**config.mk**
```make
export PLATFORM = sky130hd
export DESIGN_NAME = branch_predict_ctrl
export DESIGN_NICKNAME = d
export VERILOG_FILES = /design/src/rtl/branch_predict_ctrl.sv
export SDC_FILE = /design/constraint.sdc
export NUM_CORES = 1
export LEC_CHECK = 0
export CAP_MARGIN = 10
export CORE_MARGIN = 4
export CORE_UTILIZATION = 33
export CTS_CLUSTER_SIZE = 25
export DETAILED_ROUTE_END_ITERATION = 16
export PLACE_DENSITY_LB_ADDON = 0.05
export SETUP_SLACK_MARGIN = 0.3
export SLEW_MARGIN = 20
export SYNTH_ARGS = -nofsm -noshare
export SYNTH_HDL_FRONTEND = slang
export SYNTH_SLANG_ARGS = --single-unit
```
**constraint.sdc**
```tcl
create_clock -name clk -period 10.72 [get_ports clk]
set_input_delay 2.144 -clock clk [delete_from_list [all_inputs] [get_ports clk]]
set_output_delay 2.144 -clock clk [all_outputs]
set_load 0.05 [all_outputs]
```
**src/rtl/branch_predict_ctrl.sv**
```systemverilog
// branch_predict_ctrl: 2-bit saturating-counter branch predictor controller.
// Initialises the counter table after reset, answers one IF lookup per cycle,
// applies one EX update per cycle with write-first bypass, and raises a
// one-cycle flush with the corrected fetch PC on every misprediction.
module branch_predict_ctrl #(
  parameter int          IDX_BITS   = 6,
  parameter logic [1:0]  INIT_STATE = 2'b01
) (
  input  logic        clk,
  input  logic        reset,
  input  logic        if_valid,
  input  logic [31:0] if_pc,
  output logic        pred_valid,
  output logic        pred_taken,
  output logic [1:0]  pred_state,
  input  logic        ex_valid,
  input  logic        ex_branch,
  input  logic        ex_taken,
  input  logic        ex_pred_taken,
  input  logic [31:0] ex_pc,
  input  logic [31:0] ex_target,
  output logic        flush,
  output logic [31:0] redirect_pc,
  output logic        ready,
  output logic [31:0] branch_cnt,
  output logic [31:0] mispred_cnt
);

  localparam int DEPTH = 1 << IDX_BITS;

  typedef enum logic {
    ST_INIT,
    ST_RUN
  } state_t;

  state_t              state;
  logic [IDX_BITS-1:0] ptr;
  logic [1:0]          ctr_mem [DEPTH];

  logic [IDX_BITS-1:0] if_idx;
  logic [IDX_BITS-1:0] ex_idx;
  logic [1:0]          ex_cur;
  logic [1:0]          ex_next;
  logic [1:0]          lookup_state;
  logic                run;
  logic                update;
  logic                mispredict;
  logic [31:0]         fix_pc;

  // PC bits outside the index field carry no information for the table.
  logic unused_pc_bits;
  assign unused_pc_bits = ^{if_pc[31:IDX_BITS+2], if_pc[1:0],
                            ex_pc[31:IDX_BITS+2]};

  // Saturating 2-bit counter step toward the resolved direction.
  function automatic logic [1:0] next_ctr(input logic [1:0] cur, input logic taken);
    if (taken) return (cur == 2'b11) ? cur : cur + 2'd1;
    else       return (cur == 2'b00) ? cur : cur - 2'd1;
  endfunction

  // Decode the current cycle: indices, update/mispredict qualifiers, bypass.
  always_comb begin
    // NOTE: every combinational output gets a value on every path so no latch is inferred.
    if_idx       = if_pc[IDX_BITS+1:2];
    ex_idx       = ex_pc[IDX_BITS+1:2];
    run          = (state == ST_RUN);
    update       = run & ex_valid & ex_branch;
    mispredict   = update & (ex_taken != ex_pred_taken);
    ex_cur       = ctr_mem[ex_idx];
    ex_next      = next_ctr(ex_cur, ex_taken);
    fix_pc       = ex_taken ? ex_target : ex_pc + 32'd4;
    lookup_state = ctr_mem[if_idx];
    // Write-first: a lookup colliding with this cycle's update sees the new value.
    if (update && (ex_idx == if_idx)) begin
      lookup_state = ex_next;
    end
  end

  // Init/run sequencer plus all registered outputs and statistics.
  always_ff @(posedge clk) begin
    // NOTE: sequential state uses non-blocking assignments so every flop samples pre-edge values.
    if (!reset) begin
      state       <= ST_INIT;
      ptr         <= '0;
      ready       <= 1'b0;
      pred_valid  <= 1'b0;
      pred_taken  <= 1'b0;
      pred_state  <= 2'b00;
      flush       <= 1'b0;
      redirect_pc <= 32'd0;
      branch_cnt  <= 32'd0;
      mispred_cnt <= 32'd0;
    end else begin
      case (state)
        ST_INIT: begin
          ready      <= 1'b0;
          pred_valid <= 1'b0;
          flush      <= 1'b0;
          ptr        <= ptr + IDX_BITS'(1);
          if (ptr == IDX_BITS'(DEPTH - 1)) begin
            state <= ST_RUN;
            ready <= 1'b1;
          end
        end
        ST_RUN: begin
          ready <= 1'b1;
          // A response landing in a flush cycle is suppressed; the read still happens.
          pred_valid <= if_valid & ~mispredict;
          if (if_valid) begin
            pred_state <= lookup_state;
            pred_taken <= lookup_state[1];
          end
          flush <= mispredict;
          if (mispredict) begin
            redirect_pc <= fix_pc;
            if (mispred_cnt != 32'hFFFF_FFFF) mispred_cnt <= mispred_cnt + 32'd1;
          end
          if (update && (branch_cnt != 32'hFFFF_FFFF)) begin
            branch_cnt <= branch_cnt + 32'd1;
          end
        end
        default: state <= ST_INIT;
      endcase
    end
  end

  // Counter table writes: init sweep in INIT, resolved-branch update in RUN.
  always_ff @(posedge clk) begin
    // NOTE: the table has no reset; the INIT sweep rewrites every entry before first use.
    if (reset) begin
      if (state == ST_INIT) begin
        ctr_mem[ptr] <= INIT_STATE;
      end else if (update) begin
        ctr_mem[ex_idx] <= ex_next;
      end
    end
  end

endmodule
```
==> results.json, run 1 <==
{
  "status": "finished, final reports clean",
  "avgSynthCellArea_um2": 11.6,
  "synth_edf_count": 128,
  "wire_per_inst_um": 20.5,
  "grt_max_degree": 85,
  "setup_violations": 0,
  "viasPerCell": 5.14,
  "drt-total-wl_mm": 34.1,
  "grt_pass1_vias": 8578,
  "area_growth_syn_to_layout_pct": 25.6,
  "dieArea_um2": 39100,
  "synth_area_leaders": "edfxtp_1, dfxtp_1, mux4_2",
  "root_buffer": "clkbuf_16",
  "setup-tns-final_ns": 0,
  "path_buf_inv": 2,
  "start_util_pct": 33.4,
  "crit_path_start": "ex_pc[4]",
  "fp.dieH_um": 198,
  "cts_buffers": 29,
  "antenna_found_initial": 0,
  "regToRegStartpoint": "ctr_mem[11][1]",
  "regToRegSetupSlack_ns": 7.32,
  "ys_top_cells_by_count": "edfxtp_1, dfxtp_1, nand2_1",
  "fin_util_pct": 42.0,
  "cts_tree": "done",
  "worst_pin_slew_ns": 0.947,
  "finalCriticalPeriod_ns": 5.83,
  "crit_chain": "clkdlybuf4s50_1 > nor2b_1 > a22oi_1 > a211oi_1 > a211o_1 > a21oi_1 > o21ai_0 > nand2_1 > buf_4",
  "slew_headroom_pct": 36.7,
  "port-buffer-count": 178,
  "gp_congestion": 0.783,
  "fin_worst_skew_ns": 0.0157,
  "htree_levels": 1,
  "antennaDiodeCount": 0,
  "path_depth": 9,
  "ant_nets": 0,
  "dpl.hpwl_mm": 23.3,
  "hold_viol_final": 0,
  "synth.distinct_cells": 52,
  "worstSetupPathType": "in -> reg",
  "cp.required_ns": 10.96,
  "clkTransAtPathRegs_ns": 0.06,
  "synth_cells": 1023,
  "grt_pass1_wl_mm": 51.8,
  "grt_overflow_total": 0,
  "grt.total_usage_pct": 17.0,
  "crit_path_end_kind": "flip-flop",
  "ys_seq_area_share_pct": 50.4,
  "fmax_ghz": 0.172,
  "drtPass1Iterations": 5,
  "coreArea_um2": 35500,
  "drive_gt1_share_pct": 11.4,
  "rows": 69,
  "ctsResizeCount": 0,
  "die_w_um": 198,
  "post_cts_buffers": 0,
  "timing.critical_path.slowest_stage_cell": "clkdlybuf4s50_1",
  "syn-num-nets": 1130,
  "max_cap_violations": 0,
  "crit_family": "buffers and inverters",
  "cp_data_arrival_time_ns": 6.07,
  "clk_latency_ns": 0.56,
  "cts.sinks": 235,
  "netlist.area_leader.share_pct": 32.4,
  "io_pins": 205,
  "num_vias": 8546,
  "cts.path.max_buffers": 3,
  "yosysWarnings": 0,
  "synth_area_um2": 11900,
  "slowest_delay_ns": 0.98,
  "rsz0062_at_grt": "no",
  "crit_end": "ctr_mem[27][0]",
  "fillers": 3412,
  "cts_hold_buf": 0,
  "ir_drop_mv": 0.132,
  "synth_ff_type": "edfxtp_1",
  "power_density_nw_per_um2": 132,
  "fin_nets": 1292,
  "p_leak_nw": 5.30,
  "yosys_register_bits": 235,
  "seq_area_um2": 5990,
  "reg2reg_to": "ctr_mem[27][0]",
  "startpoint_type": "input port",
  "cp_max_fo": 36,
  "fin_crit_sh_pct": 54.4,
  "remaining_drc_errors": 0,
  "drv_slew": 0,
  "multi_input_area_um2": 5600,
  "drt_iter0_drc": 425,
  "synth.most_common_cell": "edfxtp_1",
  "hp-class": "reg -> reg",
  "async_flop_share_pct": 0,
  "total_power_mw": 1.97,
  "synth_largest_area_cell": "edfxtp_1",
  "reg2reg_depth": 8
}
==> kinds of logic (layout without fill, tap and decap cells) <==
kind of cell	after synthesis	after routing	synth area share [%]
AND/OR/NAND/NOR	404	404	17.2
buffers and inverters	67	246	2.39
multiplexers	84	84	14.6
AO/OA/AOI/OAI	131	131	7.71
flip-flops	235	235	50.4
XOR/XNOR	98	98	7.23
adder cells (fa/ha/maj)	4	4	0.422
==> state kept, by name, indices dropped and copies added, names as in the netlist <==
register,count
branch_cnt,32
ctr_mem,128
flush,1
mispred_cnt,32
pred_state,1
pred_taken,1
pred_valid,1
ptr,6
ready,1
redirect_pc,32
==> metrics by stage <==
step                cell area, um2  instances  hold WS, ns  worst slack [ns]
floorplan                    11900       1023        0.538              5.68
global placement             14000       1615        0.462              4.30
detailed placement           14000       1615        0.466              4.32
CTS                          14900       1663        0.481              4.88
global route                 14900       1663        0.486              4.58
finish                       14900       1663        0.474              4.89
==> layout make-up <==
cell class / instances / area share, %
inverters: 9 / 0.227
well taps: 461 / 3.87
clock inverters: 7 / 0.294
repair buffers: 189 / 12.3
clock buffers: 41 / 5.51
flip-flops and latches: 235 / 40.2
multi-input cells: 721 / 37.6
==> how the worst min path moves through the flow <==
stage	from	end	slack [ns]	cells after the start
2_1_floorplan	ptr[1]	ptr[1]	0.54	2
3_3_place_gp	redirect_pc[27]	redirect_pc[27]	0.46	1
4_1_cts	redirect_pc[30]	redirect_pc[30]	0.48	1
5_1_grt	redirect_pc[22]	redirect_pc[22]	0.49	1
3_5_place_dp	redirect_pc[30]	redirect_pc[30]	0.47	1
6_report	redirect_pc[5]	redirect_pc[5]	0.47	1
==> layout by cell type, fill, tap and decap left out, types with 39 or more instances in the layout <==
| cell | instances |
|---|---|
| nand2_1 | 95 |
| dfxtp_1 | 107 |
| and2_1 | 67 |
| xnor2_1 | 62 |
| mux4_2 | 71 |
| nor2_1 | 89 |
| clkdlybuf4s50_1 | 173 |
| edfxtp_1 | 128 |
| o21ai_0 | 39 |
| nand3_1 | 42 |
==> per-layer routing <==
layer / routed length (um) / GRT usage [%]
met1: 15400 / 23.5
met2: 16100 / 27.7
met3: 1640 / 3.17
met4: 935 / 4.57
met5: 0 / 0
==> power breakdown <==
group / internal, mW / switching (mW)
sequential: 0.942 / 0.00192
combinational: 0.0591 / 0.0676
clock: 0.526 / 0.369
(Power assumes the default switching activity.)
==> inputs of run 2 (changes only) <==
==> constraint.sdc (replaced) <==
create_clock -name clk -period 4.75 [get_ports clk]
set_input_delay 0.95 -clock clk [delete_from_list [all_inputs] [get_ports clk]]
set_output_delay 0.95 -clock clk [all_outputs]
set_load 0.05 [all_outputs]
==> run 2 against run 1 <==
  * Hold slack gained 0.0012 ns
  * Register-to-register slack lost 5.6 ns
  * Sequential share of layout area shrank 0.78 points
  * Largest power group is now the clock network
  * Clock power grew to 2.6 times the previous value
  * Combinational power grew 130%
  * Flip-flop and latch count is the same
  * Clock-buffer cell count shrank 6
  * Sequential power grew 130%
  * Power grew 140%
  * Via count grew 1.2%
  * Die area is the same
  * First-iteration DRC count grew 7.8%
  * Highest routed layer unchanged
==> results.json, run 2 (synthesis gave the netlist of run 1 again) <==
{
  "drv_slew": 0,
  "power_density_nw_per_um2": 314,
  "setup_ws_ns": 1.23,
  "antennaDiodeCount": 0,
  "fin_crit_sh_pct": 74.0,
  "rsz0062_at_grt": "no",
  "viasPerCell": 5.15,
  "power_frac_seq_pct": 44.7,
  "cts_buffers": 30,
  "max_cap_violations": 0,
  "io_pins": 205,
  "fin_nets": 1304,
  "die_w_um": 198,
  "dpl.hpwl_mm": 24.1,
  "ctsResizeCount": 0,
  "regMostFlops": "ctr_mem",
  "p_sw_mw": 1.04,
  "p_int_mw": 3.73,
  "layoutNonFillerInstCount": 1679,
  "grt_pass1_vias": 8688,
  "cts_tree": "done",
  "drt-total-wl_mm": 34.4,
  "cp.required_ns": 5.02,
  "htree_levels": 1,
  "fin_util_pct": 42.8,
  "ant_nets": 0,
  "worst_pin_slew_ns": 0.931,
  "startpoint_type": "input port",
  "start_util_pct": 33.4,
  "met3_length_mm": 1.59,
  "cts_hold_buf": 0,
  "p_comb_share_pct": 6.2,
  "num_vias": 8649,
  "hp-class": "reg -> reg",
  "grt.total_usage_pct": 17.3,
  "area_growth_syn_to_layout_pct": 28.0,
  "p_leak_nw": 5.46,
  "dp_cells": 1626,
  "slew_headroom_pct": 37.5,
  "status": "finished, final reports clean",
  "post_cts_buffers": 0,
  "clk_latency_ns": 0.57,
  "drtPass1Iterations": 4,
  "port-buffer-count": 178,
  "root_buffer": "clkbuf_16",
  "cts.sinks": 235,
  "top_layer_used": "met4",
  "finalCriticalPeriod_ns": 3.52,
  "cp_max_fo": 64,
  "cts.path.max_buffers": 3,
  "sw_frac_of_total_pct": 21.8,
  "final_area_um2": 15200,
  "drive_gt1_share_pct": 12.8,
  "crit_path_end_kind": "flip-flop",
  "antenna_found_initial": 0,
  "grt_overflow_total": 0,
  "pwr-share-clk_pct": 49.1,
  "fmax_ghz": 0.284,
  "fin_worst_skew_ns": 0.0189,
  "total_power_mw": 4.77,
  "final_common_cell": "clkdlybuf4s50_1",
  "rows": 69,
  "remaining_drc_errors": 0,
  "hold_viol_final": 0,
  "gp_congestion": 0.809,
  "worst_hold_slack_ns": 0.476,
  "mostFrequentLayoutCells": "clkdlybuf4s50_1, edfxtp_1, dfxtp_1",
  "cp_data_arrival_time_ns": 3.78,
  "placed_area_um2": 14200,
  "dr_wl_met2_mm": 16.4,
  "coreArea_um2": 35500,
  "grt_max_degree": 65,
  "setup-tns-final_ns": 0,
  "wire_per_inst_um": 20.5,
  "fp.dieH_um": 198,
  "worstSetupPathType": "in -> reg",
  "setup_violations": 0,
  "dieArea_um2": 39100,
  "ir_drop_mv": 0.266,
  "clkTransAtPathRegs_ns": 0.06,
  "fillers": 3384,
  "drt-met1-wl_mm": 15.6,
  "grt_pass1_wl_mm": 52.6,
  "drt_iter0_drc": 458,
  "largest_reg_flops": 128,
  "dp_slack_ns": 0.676
}
==> run 2: changes by cell type in the layout (fill, tap and decap cells not counted), moves of 2 or more <==
cell and change:
buf_4 +6, bufinv_16 +5, clkbuf_8 -4, clkinv_2 +8
clkbuf_16 +2, clkbuf_1 -4, buf_12 +5
==> run 2: final timing paths <==
check	cells after the start	endpoint	start	slack [ns]
worst max-delay path	9	ctr_mem[40][0]	ex_pc[4]	1.23
worst min-delay path	1	redirect_pc[5]	redirect_pc[5]	0.48
worst max register to register	5	ctr_mem[5][1]	ready	1.72
worst min register to register	1	redirect_pc[5]	redirect_pc[5]	0.48
==> run 2: final cells by class <==
class / instances / area (um2) / share of cell area, %
inverters: 9 / 33.8 / 0.222
flip-flops and latches: 235 / 5990 / 39.4
clock inverters: 18 / 213 / 1.40
repair buffers: 200 / 1980 / 13.1
well taps: 461 / 577 / 3.80
clock buffers: 35 / 801 / 5.27
multi-input cells: 721 / 5600 / 36.8
==> run 2: power by group through the flow <==
stage / Combinational [mW] / Clock, mW / Sequential, mW
floorplan: 0.165 / 0 / 2.17
global placement: 0.300 / 0 / 2.17
detailed placement: 0.299 / 0 / 2.17
CTS: 0.301 / 2.41 / 2.13
global route: 0.322 / 2.49 / 2.13
finish: 0.296 / 2.34 / 2.13
==> run 2: worst max-delay path: stages <==
cell and delay (ns):
clkdlybuf4s50_1 0.74, and2_1 0.50, a22oi_1 0.19, a211oi_1 0.50
a211o_1 0.20, a21oi_1 0.04, o21ai_0 0.25, nand2_1 0.14
buf_12 0.23
==> run 2: per-layer routing <==
metal  global-route usage (%)  vias up
li1                         -     4140
met1                     24.2     4249
met2                     28.0      203
met3                     3.02       57
met4                     4.28        0
met5                        0        -
